**src/rtl/mem_port_arbiter_if.sv**
```systemverilog
// Bundle of requester, memory and stall signals shared by the two pipeline
// stages and the single-ported memory behind mem_port_arbiter.
interface mem_port_arbiter_if #(
   parameter int ADDR_W = 32,
   parameter int DATA_W = 32
);
   // Fetch requester
   logic              IfReq;
   logic [ADDR_W-1:0] IfAddr;
   logic [DATA_W-1:0] IfRdata;
   logic              IfDone;

   // Data-stage requester
   logic              MemReq;
   logic              MemWe;
   logic [ADDR_W-1:0] MemAddr;
   logic [DATA_W-1:0] MemWdata;
   logic [DATA_W-1:0] MemRdata;
   logic              MemDone;

   // Shared memory side
   logic              MReq;
   logic              MWe;
   logic [ADDR_W-1:0] MAddr;
   logic [DATA_W-1:0] MWdata;
   logic [DATA_W-1:0] MRdata;
   logic              MAck;

   // Pipeline hold requests
   logic              StallIf;
   logic              StallMem;

   // Handshake: a requester raises xReq and holds its stage while Stallx is
   // high; the access is committed once granted and completes with a one-cycle
   // xDone. Memory sees MReq high with stable MAddr/MWe/MWdata until it
   // returns MAck (MRdata valid in the same cycle for reads).
   modport slave (
      input  IfReq, IfAddr, MemReq, MemWe, MemAddr, MemWdata, MRdata, MAck,
      output IfRdata, IfDone, MemRdata, MemDone,
      output MReq, MWe, MAddr, MWdata, StallIf, StallMem
   );

   modport master (
      output IfReq, IfAddr, MemReq, MemWe, MemAddr, MemWdata, MRdata, MAck,
      input  IfRdata, IfDone, MemRdata, MemDone,
      input  MReq, MWe, MAddr, MWdata, StallIf, StallMem
   );
endinterface

```
**src/rtl/mem_port_arbiter.sv**
```systemverilog
// Arbitrates fetch and data-stage accesses onto one memory port; MEM wins ties.
// Optional macro ARB_STARVE_GUARD_EN lets IF through after STARVE_LIMIT MEM grants.
module mem_port_arbiter #(
   parameter int ADDR_W       = 32,
   parameter int DATA_W       = 32,
   parameter int STARVE_LIMIT = 4
) (
   input  logic                 Clk,
   input  logic                 Rst,
   mem_port_arbiter_if.slave    bus,
   output logic [1:0]           dbg_state_o
);

   typedef enum logic [1:0] {
      IDLE     = 2'd0,
      BUSY_IF  = 2'd1,
      BUSY_MEM = 2'd2
   } state_t;

   state_t            state_q;
   logic              mwe_q;
   logic [ADDR_W-1:0] maddr_q;
   logic [DATA_W-1:0] mwdata_q;
   logic [DATA_W-1:0] if_rdata_q;
   logic [DATA_W-1:0] mem_rdata_q;
   logic              if_done_q;
   logic              mem_done_q;

   logic              if_starved;
   logic              grant_mem;
   logic              grant_if;

   if (STARVE_LIMIT < 1) begin : g_bad_starve_limit
      $error("mem_port_arbiter: STARVE_LIMIT must be at least 1");
   end

`ifdef ARB_STARVE_GUARD_EN
   localparam int CNT_W = $clog2(STARVE_LIMIT + 2);

   logic [CNT_W-1:0] starve_cnt_q;

   assign if_starved = bus.IfReq && (starve_cnt_q >= CNT_W'(STARVE_LIMIT));

   // Counts MEM grants taken while IF keeps asking; any IF grant or a gap in
   // IfReq means IF is no longer being starved.
   always_ff @(posedge Clk or negedge Rst) begin
      if (!Rst) begin
         starve_cnt_q <= '0;
      end else if (!bus.IfReq || grant_if) begin
         starve_cnt_q <= '0;
      end else if (grant_mem) begin
         starve_cnt_q <= starve_cnt_q + CNT_W'(1);
      end
   end
`else
   assign if_starved = 1'b0;
`endif

   assign grant_mem = (state_q == IDLE) && bus.MemReq && !if_starved;
   assign grant_if  = (state_q == IDLE) && bus.IfReq && !grant_mem;

   always_ff @(posedge Clk or negedge Rst) begin
      if (!Rst) begin
         state_q     <= IDLE;
         mwe_q       <= 1'b0;
         maddr_q     <= '0;
         mwdata_q    <= '0;
         if_rdata_q  <= '0;
         mem_rdata_q <= '0;
         if_done_q   <= 1'b0;
         mem_done_q  <= 1'b0;
      end else begin
         if_done_q  <= 1'b0;
         mem_done_q <= 1'b0;
         case (state_q)
            IDLE: begin
               // MAck seen here belongs to nobody and is dropped.
               if (grant_mem) begin
                  state_q  <= BUSY_MEM;
                  mwe_q    <= bus.MemWe;
                  maddr_q  <= bus.MemAddr;
                  mwdata_q <= bus.MemWdata;
               end else if (grant_if) begin
                  state_q <= BUSY_IF;
                  mwe_q   <= 1'b0;
                  maddr_q <= bus.IfAddr;
               end
            end
            BUSY_IF: begin
               if (bus.MAck) begin
                  state_q    <= IDLE;
                  if_done_q  <= 1'b1;
                  if_rdata_q <= bus.MRdata;
               end
            end
            BUSY_MEM: begin
               if (bus.MAck) begin
                  state_q    <= IDLE;
                  mem_done_q <= 1'b1;
                  mwe_q      <= 1'b0;
                  if (!mwe_q) begin
                     mem_rdata_q <= bus.MRdata;
                  end
               end
            end
            default: begin
               state_q <= IDLE;
            end
         endcase
      end
   end

   assign bus.MReq     = (state_q != IDLE);
   assign bus.MWe      = mwe_q;
   assign bus.MAddr    = maddr_q;
   assign bus.MWdata   = mwdata_q;
   assign bus.IfRdata  = if_rdata_q;
   assign bus.MemRdata = mem_rdata_q;
   assign bus.IfDone   = if_done_q;
   assign bus.MemDone  = mem_done_q;

   // Stalls release in the Done cycle so the stage can advance immediately.
   assign bus.StallIf  = bus.IfReq && !if_done_q;
   assign bus.StallMem = bus.MemReq && !mem_done_q;

   assign dbg_state_o = state_q;

endmodule

```
**src/flat_wrapper.sv**
```systemverilog
// flat-port wrapper written by rule: the top's interface ports become plain ports
module mem_port_arbiter_flat 
#(
   parameter int ADDR_W       = 32,
   parameter int DATA_W       = 32,
   parameter int STARVE_LIMIT = 4
)
  (Clk, Rst, dbg_state_o, bus_IfReq, bus_IfAddr, bus_MemReq, bus_MemWe, bus_MemAddr, bus_MemWdata, bus_MRdata, bus_MAck, bus_IfRdata, bus_IfDone, bus_MemRdata, bus_MemDone, bus_MReq, bus_MWe, bus_MAddr, bus_MWdata, bus_StallIf, bus_StallMem);
  mem_port_arbiter_if #(.ADDR_W(ADDR_W), .DATA_W(DATA_W)) bus_i ();
  input  logic Clk;
  input  logic Rst;
  output logic [1:0] dbg_state_o;
  input wire logic [$bits(bus_i.IfReq)-1:0] bus_IfReq;
  input wire logic [$bits(bus_i.IfAddr)-1:0] bus_IfAddr;
  input wire logic [$bits(bus_i.MemReq)-1:0] bus_MemReq;
  input wire logic [$bits(bus_i.MemWe)-1:0] bus_MemWe;
  input wire logic [$bits(bus_i.MemAddr)-1:0] bus_MemAddr;
  input wire logic [$bits(bus_i.MemWdata)-1:0] bus_MemWdata;
  input wire logic [$bits(bus_i.MRdata)-1:0] bus_MRdata;
  input wire logic [$bits(bus_i.MAck)-1:0] bus_MAck;
  output wire logic [$bits(bus_i.IfRdata)-1:0] bus_IfRdata;
  output wire logic [$bits(bus_i.IfDone)-1:0] bus_IfDone;
  output wire logic [$bits(bus_i.MemRdata)-1:0] bus_MemRdata;
  output wire logic [$bits(bus_i.MemDone)-1:0] bus_MemDone;
  output wire logic [$bits(bus_i.MReq)-1:0] bus_MReq;
  output wire logic [$bits(bus_i.MWe)-1:0] bus_MWe;
  output wire logic [$bits(bus_i.MAddr)-1:0] bus_MAddr;
  output wire logic [$bits(bus_i.MWdata)-1:0] bus_MWdata;
  output wire logic [$bits(bus_i.StallIf)-1:0] bus_StallIf;
  output wire logic [$bits(bus_i.StallMem)-1:0] bus_StallMem;
  assign bus_i.IfReq = bus_IfReq;
  assign bus_i.IfAddr = bus_IfAddr;
  assign bus_i.MemReq = bus_MemReq;
  assign bus_i.MemWe = bus_MemWe;
  assign bus_i.MemAddr = bus_MemAddr;
  assign bus_i.MemWdata = bus_MemWdata;
  assign bus_i.MRdata = bus_MRdata;
  assign bus_i.MAck = bus_MAck;
  assign bus_IfRdata = bus_i.IfRdata;
  assign bus_IfDone = bus_i.IfDone;
  assign bus_MemRdata = bus_i.MemRdata;
  assign bus_MemDone = bus_i.MemDone;
  assign bus_MReq = bus_i.MReq;
  assign bus_MWe = bus_i.MWe;
  assign bus_MAddr = bus_i.MAddr;
  assign bus_MWdata = bus_i.MWdata;
  assign bus_StallIf = bus_i.StallIf;
  assign bus_StallMem = bus_i.StallMem;
  mem_port_arbiter #(.ADDR_W(ADDR_W), .DATA_W(DATA_W), .STARVE_LIMIT(STARVE_LIMIT)) u_core (.Clk(Clk), .Rst(Rst), .bus(bus_i), .dbg_state_o(dbg_state_o));
endmodule
```
**config.mk**
```make
export PLATFORM = sky130hd
export DESIGN_NAME = mem_port_arbiter_flat
export DESIGN_NICKNAME = d
export VERILOG_FILES = /design/src/rtl/mem_port_arbiter_if.sv /design/src/rtl/mem_port_arbiter.sv /design/src/flat_wrapper.sv
export SDC_FILE = /design/constraint.sdc
export NUM_CORES = 1
export LEC_CHECK = 0
export ABC_CLOCK_PERIOD_IN_PS = 1700
export CAP_MARGIN = 20
export CORE_MARGIN = 2
export CORE_UTILIZATION = 38
export CTS_BUF_LIST = sky130_fd_sc_hd__clkbuf_4 sky130_fd_sc_hd__clkbuf_8
export DETAILED_ROUTE_END_ITERATION = 7
export PLACE_DENSITY = 0.77
export SYNTH_ARGS = -nofsm -noshare
export SYNTH_HDL_FRONTEND = slang
export SYNTH_SLANG_ARGS = --single-unit
```
**constraint.sdc**
```tcl
create_clock -name Clk -period 1.7 [get_ports Clk]
set_clock_uncertainty 0.05 [all_clocks]
set_input_delay 0.17 -clock Clk [delete_from_list [all_inputs] [get_ports Clk]]
set_output_delay 0.17 -clock Clk [all_outputs]
set_load 0.01 [all_outputs]
```
==> metrics, run 1 <==
I/O Pins=270; Syn Nets=613; Worst Min Path Start=bus_MemWdata[30]; Reg-to-Reg Start=u_core.dbg_state_o[1]$_DFFE_PN0P_; total global-route track usage=20.1%; Yosys warnings=0; worst stage delay on the critical path=0.42 ns; CTS tree=yes; Starting Density=39.2%; largest net degree at the start of global routing=76; Bufs and invs on worst path=3; Net Sw Frac=33.3%; Top delay family on crit path=buffers and inverters; number of synthesized flops with an enable pin=0; r2r setup slk=0.04 ns; Cells after DPL=916; max-slew violations=0; Slew HR=72.8%; vias=4,722; Int Power=0.0108 W; ys async rst share=100%; grt total ovfl=0; Mapped Cells=476; worst slew pin tran=0.407 ns; Reg clk slew, reported paths=0.08 ns; Reg power frac=34.6%; Final min period=1.66 ns; H-Tree Depth=4; Syn Std Cell Area=0.00546 mm²; PortBufs=269; synthesized area per cell=11.5 µm²; FP Rows=43; initial drt markers=243; Lkg Pwr=4.13 nW; post-synthesis mux area share=15.3%; Comb power frac=48.2%; vias in the first global route=4,596; ys flop type=dfrtp_1; Via density=4.95; Synth Area in Adders=0.688%; post-detail-place hpwl=11,400 µm; CTS sink cnt=133; status=finished, final reports clean; Die Wd=124 µm; CP Launch Type=flip-flop; count of max-cap constraint violations=0; post-synth cell types=23; final hold vios=0; Final period util=97.4%; final WL=16,100 µm; peak supply drop=1.01 mV; CP endpoint kind=flip-flop; Post-Synth XOR/XNOR Area=0%; first-pass GRT wire length=23,400 µm; final setup fails=0; Fmax achieved=0.604 GHz; Final ANT Viol Nets=0; Switch Pwr=0.00540 W; R2R Path End=u_core.bus.IfRdata[24]$_DFFE_PN0P_; setup_tns=0 ns; Die Height=124 µm; wire length per cell after detailed routing=16.8 µm; DRC viols=0; CP Cell Sequence=inv_2 > buf_4 > ha_1 > nand2_2 > buf_12 > mux2_2; r2r worst-path depth=6; HP Class=in -> reg; number of synthesized register bits=133; Power Density=1810 mW/mm²; WS Path Type=reg -> reg; post-synthesis sequential area ratio=61.0%; initial antenna violation count=0; Worst Path Arrival=1.93 ns; total CTS buffers=17; RSZ-0062 raised after global routing=yes; simple-gate share of the synthesized area=18.1%; # diodes=0; core region area=0.0139 mm²; detailed-router iteration count before antenna repair=5; hold endpoint=u_core.bus.MWdata[30]$_DFFE_PN0P_; Critical Path Slowest Stage Cell=dfrtp_1; Clock power frac=17.2%; Finished Layout Cells=954; Hold Path Depth=3; die area=0.0153 mm²; largest family of logic cells by synthesized area=simple AND/OR/NAND/NOR gates; data required time of the worst path=1.97 ns; clock root buffer=clkbuf_8; share of layout cells above drive strength 1=17.3%; CP max FO=33; Skew-Pair Late Insertion Delay=0.44 ns; clk buf depth=2; fin nets=898; Final GP Congestion=0.826; Layout area overhead=64.4%; compound-gate portion of the synthesized area=1.54%
## per-stage QoR
stage / util (%) / power [W] / cell area (µm²) / hold slack (ns) / worst slack (ns)
finish: 64.4 / 0.0162 / 8970 / 0.201 / 0.0446
CTS: 63.8 / 0.0163 / 8890 / 0.169 / -0.0652
detailed placement: 60.6 / 0.0134 / 8450 / 0.162 / -0.0286
floorplan: - / 0.00890 / 5460 / -0.176 / 0.0385
global route: 64.4 / 0.0172 / 8970 / 0.170 / -0.0227
global placement: 60.6 / 0.0131 / 8450 / 0.164 / -0.000781
## tightest hold or removal path, stage by stage
cell and delay [ns]:
clkdlybuf4s50_1 0.39, nand2_1 0.05, nand2_1 0.04
## kinds of logic (layout without fill, tap and decap cells)
family / Yosys count / in the layout
DFF: 133 / 133
and+or+nand+nor: 229 / 229
muxes: 64 / 64
AOI/OAI and AO/OA: 11 / 11
adders and majority gates: 3 / 3
buffers and inverters: 36 / 334
## cell type report
| type | instances | area [µm²] |
|---|---|---|
| clock buffers | 18 | 241 |
| clock inverters | 14 | 178 |
| fillers | 1039 | 4960 |
| inverters | 4 | 15.0 |
| multi-input cells | 307 | 1980 |
| flip-flops and latches | 133 | 3330 |
| well taps | 180 | 225 |
| repair buffers | 298 | 3000 |
## flip-flops by register name, indices dropped and copies added (netlist names)
signal               cells
u_core.bus.MemRdata     32
u_core.bus.MWe           1
u_core.bus.IfDone        1
u_core.bus.MemDone       1
u_core.bus.MAddr        32
u_core.dbg_state_o       2
u_core.bus.IfRdata      32
u_core.bus.MWdata       32
## cells in the final DEF (no fill, tap or decap), types with 5 or more instances in the layout
| cell | Yosys | routed |
|---|---|---|
| nand2_1 | 138 | 137 |
| nand3_1 | 78 | 78 |
| clkbuf_8 | 0 | 17 |
| mux2_2 | 34 | 32 |
| a32oi_1 | 6 | 6 |
| buf_12 | 0 | 5 |
| dfrtp_1 | 133 | 133 |
| buf_4 | 0 | 21 |
| clkdlybuf4s50_1 | 0 | 262 |
| nor2b_1 | 5 | 5 |
| mux2_4 | 30 | 32 |
## how the worst max path moves through the flow
stage | startpoint | endpoint | slack, ns | cells after the start
3_5_place_dp | bus_MAck | u_core.bus.MemRdata[31]$_DFFE_PN0P_ | -0.03 | 5
3_3_place_gp | bus_IfReq | bus_StallIf | -0.0008 | 3
5_1_grt | u_core.dbg_state_o[1]$_DFFE_PN0P_ | u_core.bus.IfRdata[24]$_DFFE_PN0P_ | -0.02 | 6
2_1_floorplan | u_core.dbg_state_o[0]$_DFFE_PN0P_ | u_core.bus.MemRdata[0]$_DFFE_PN0P_ | 0.04 | 7
4_1_cts | u_core.dbg_state_o[1]$_DFFE_PN0P_ | bus_MReq | -0.07 | 4
6_report | u_core.dbg_state_o[1]$_DFFE_PN0P_ | u_core.bus.IfRdata[24]$_DFFE_PN0P_ | 0.04 | 6
## cells in the mapped netlist (2+ instances only)
library cell  instances  area share (%)
ha_1                  3            0.69
mux2_2               34             7.0
mux2_4               30             8.3
nor2b_1               5            0.57
buf_2                15             1.4
clkbuf_1             10            0.69
nand3_1              78             7.2
inv_1                 4            0.28
buf_6                 4            0.83
nand2_1             138             9.5
nor2_1                2            0.14
a32oi_1               6            0.96
nand3b_1              2            0.28
nand2b_1              2            0.23
buf_1                 3            0.21
dfrtp_1             133              61
## power by group through the flow
stage	clock (W)	combinational (W)	sequential (W)
final	0.00278	0.00782	0.00561
after global routing	0.00299	0.00841	0.00579
after CTS	0.00286	0.00780	0.00561
after detailed placement	0	0.00773	0.00563
after global placement	0	0.00756	0.00554
after floorplan	0	0.00262	0.00628
## what timing repair did
action,in CTS,in global routing
setup buffers,0,2
pin swaps,0,0
resized for setup,10,6
hold buffers,1,0
setup endpoints to repair,5,34
hold endpoints to repair,133,0
cloned,0,3
## metal layers
metal	track usage, %	routed length (µm)
met2	33.0	7920
met5	0	0
met4	6.89	199
met1	24.3	6410
met3	7.65	1520
Note: power is estimated with default switching activity, not from simulation.
==> inputs of run 2 (changes only) <==
--- a/config.mk
+++ b/config.mk
@@ -11,7 +11,9 @@
 export CORE_UTILIZATION = 38
 export CTS_BUF_LIST = sky130_fd_sc_hd__clkbuf_4 sky130_fd_sc_hd__clkbuf_8
 export DETAILED_ROUTE_END_ITERATION = 7
+export HOLD_SLACK_MARGIN = 0.03
 export PLACE_DENSITY = 0.77
+export SLEW_MARGIN = 20
 export SYNTH_ARGS = -nofsm -noshare
 export SYNTH_HDL_FRONTEND = slang
 export SYNTH_SLANG_ARGS = --single-unit
==> results of run 2 <==
Final layout, timing and power as in run 1 (identical DEF).
==> inputs of run 3 (changes only) <==
--- a/config.mk
+++ b/config.mk
@@ -11,7 +11,7 @@
 export CORE_UTILIZATION = 38
 export CTS_BUF_LIST = sky130_fd_sc_hd__clkbuf_4 sky130_fd_sc_hd__clkbuf_8
 export DETAILED_ROUTE_END_ITERATION = 7
-export HOLD_SLACK_MARGIN = 0.03
+export HOLD_SLACK_MARGIN = 0.1
 export PLACE_DENSITY = 0.77
 export SLEW_MARGIN = 20
 export SYNTH_ARGS = -nofsm -noshare
==> results of run 3 <==
Final layout, timing and power as in run 1 (identical DEF).
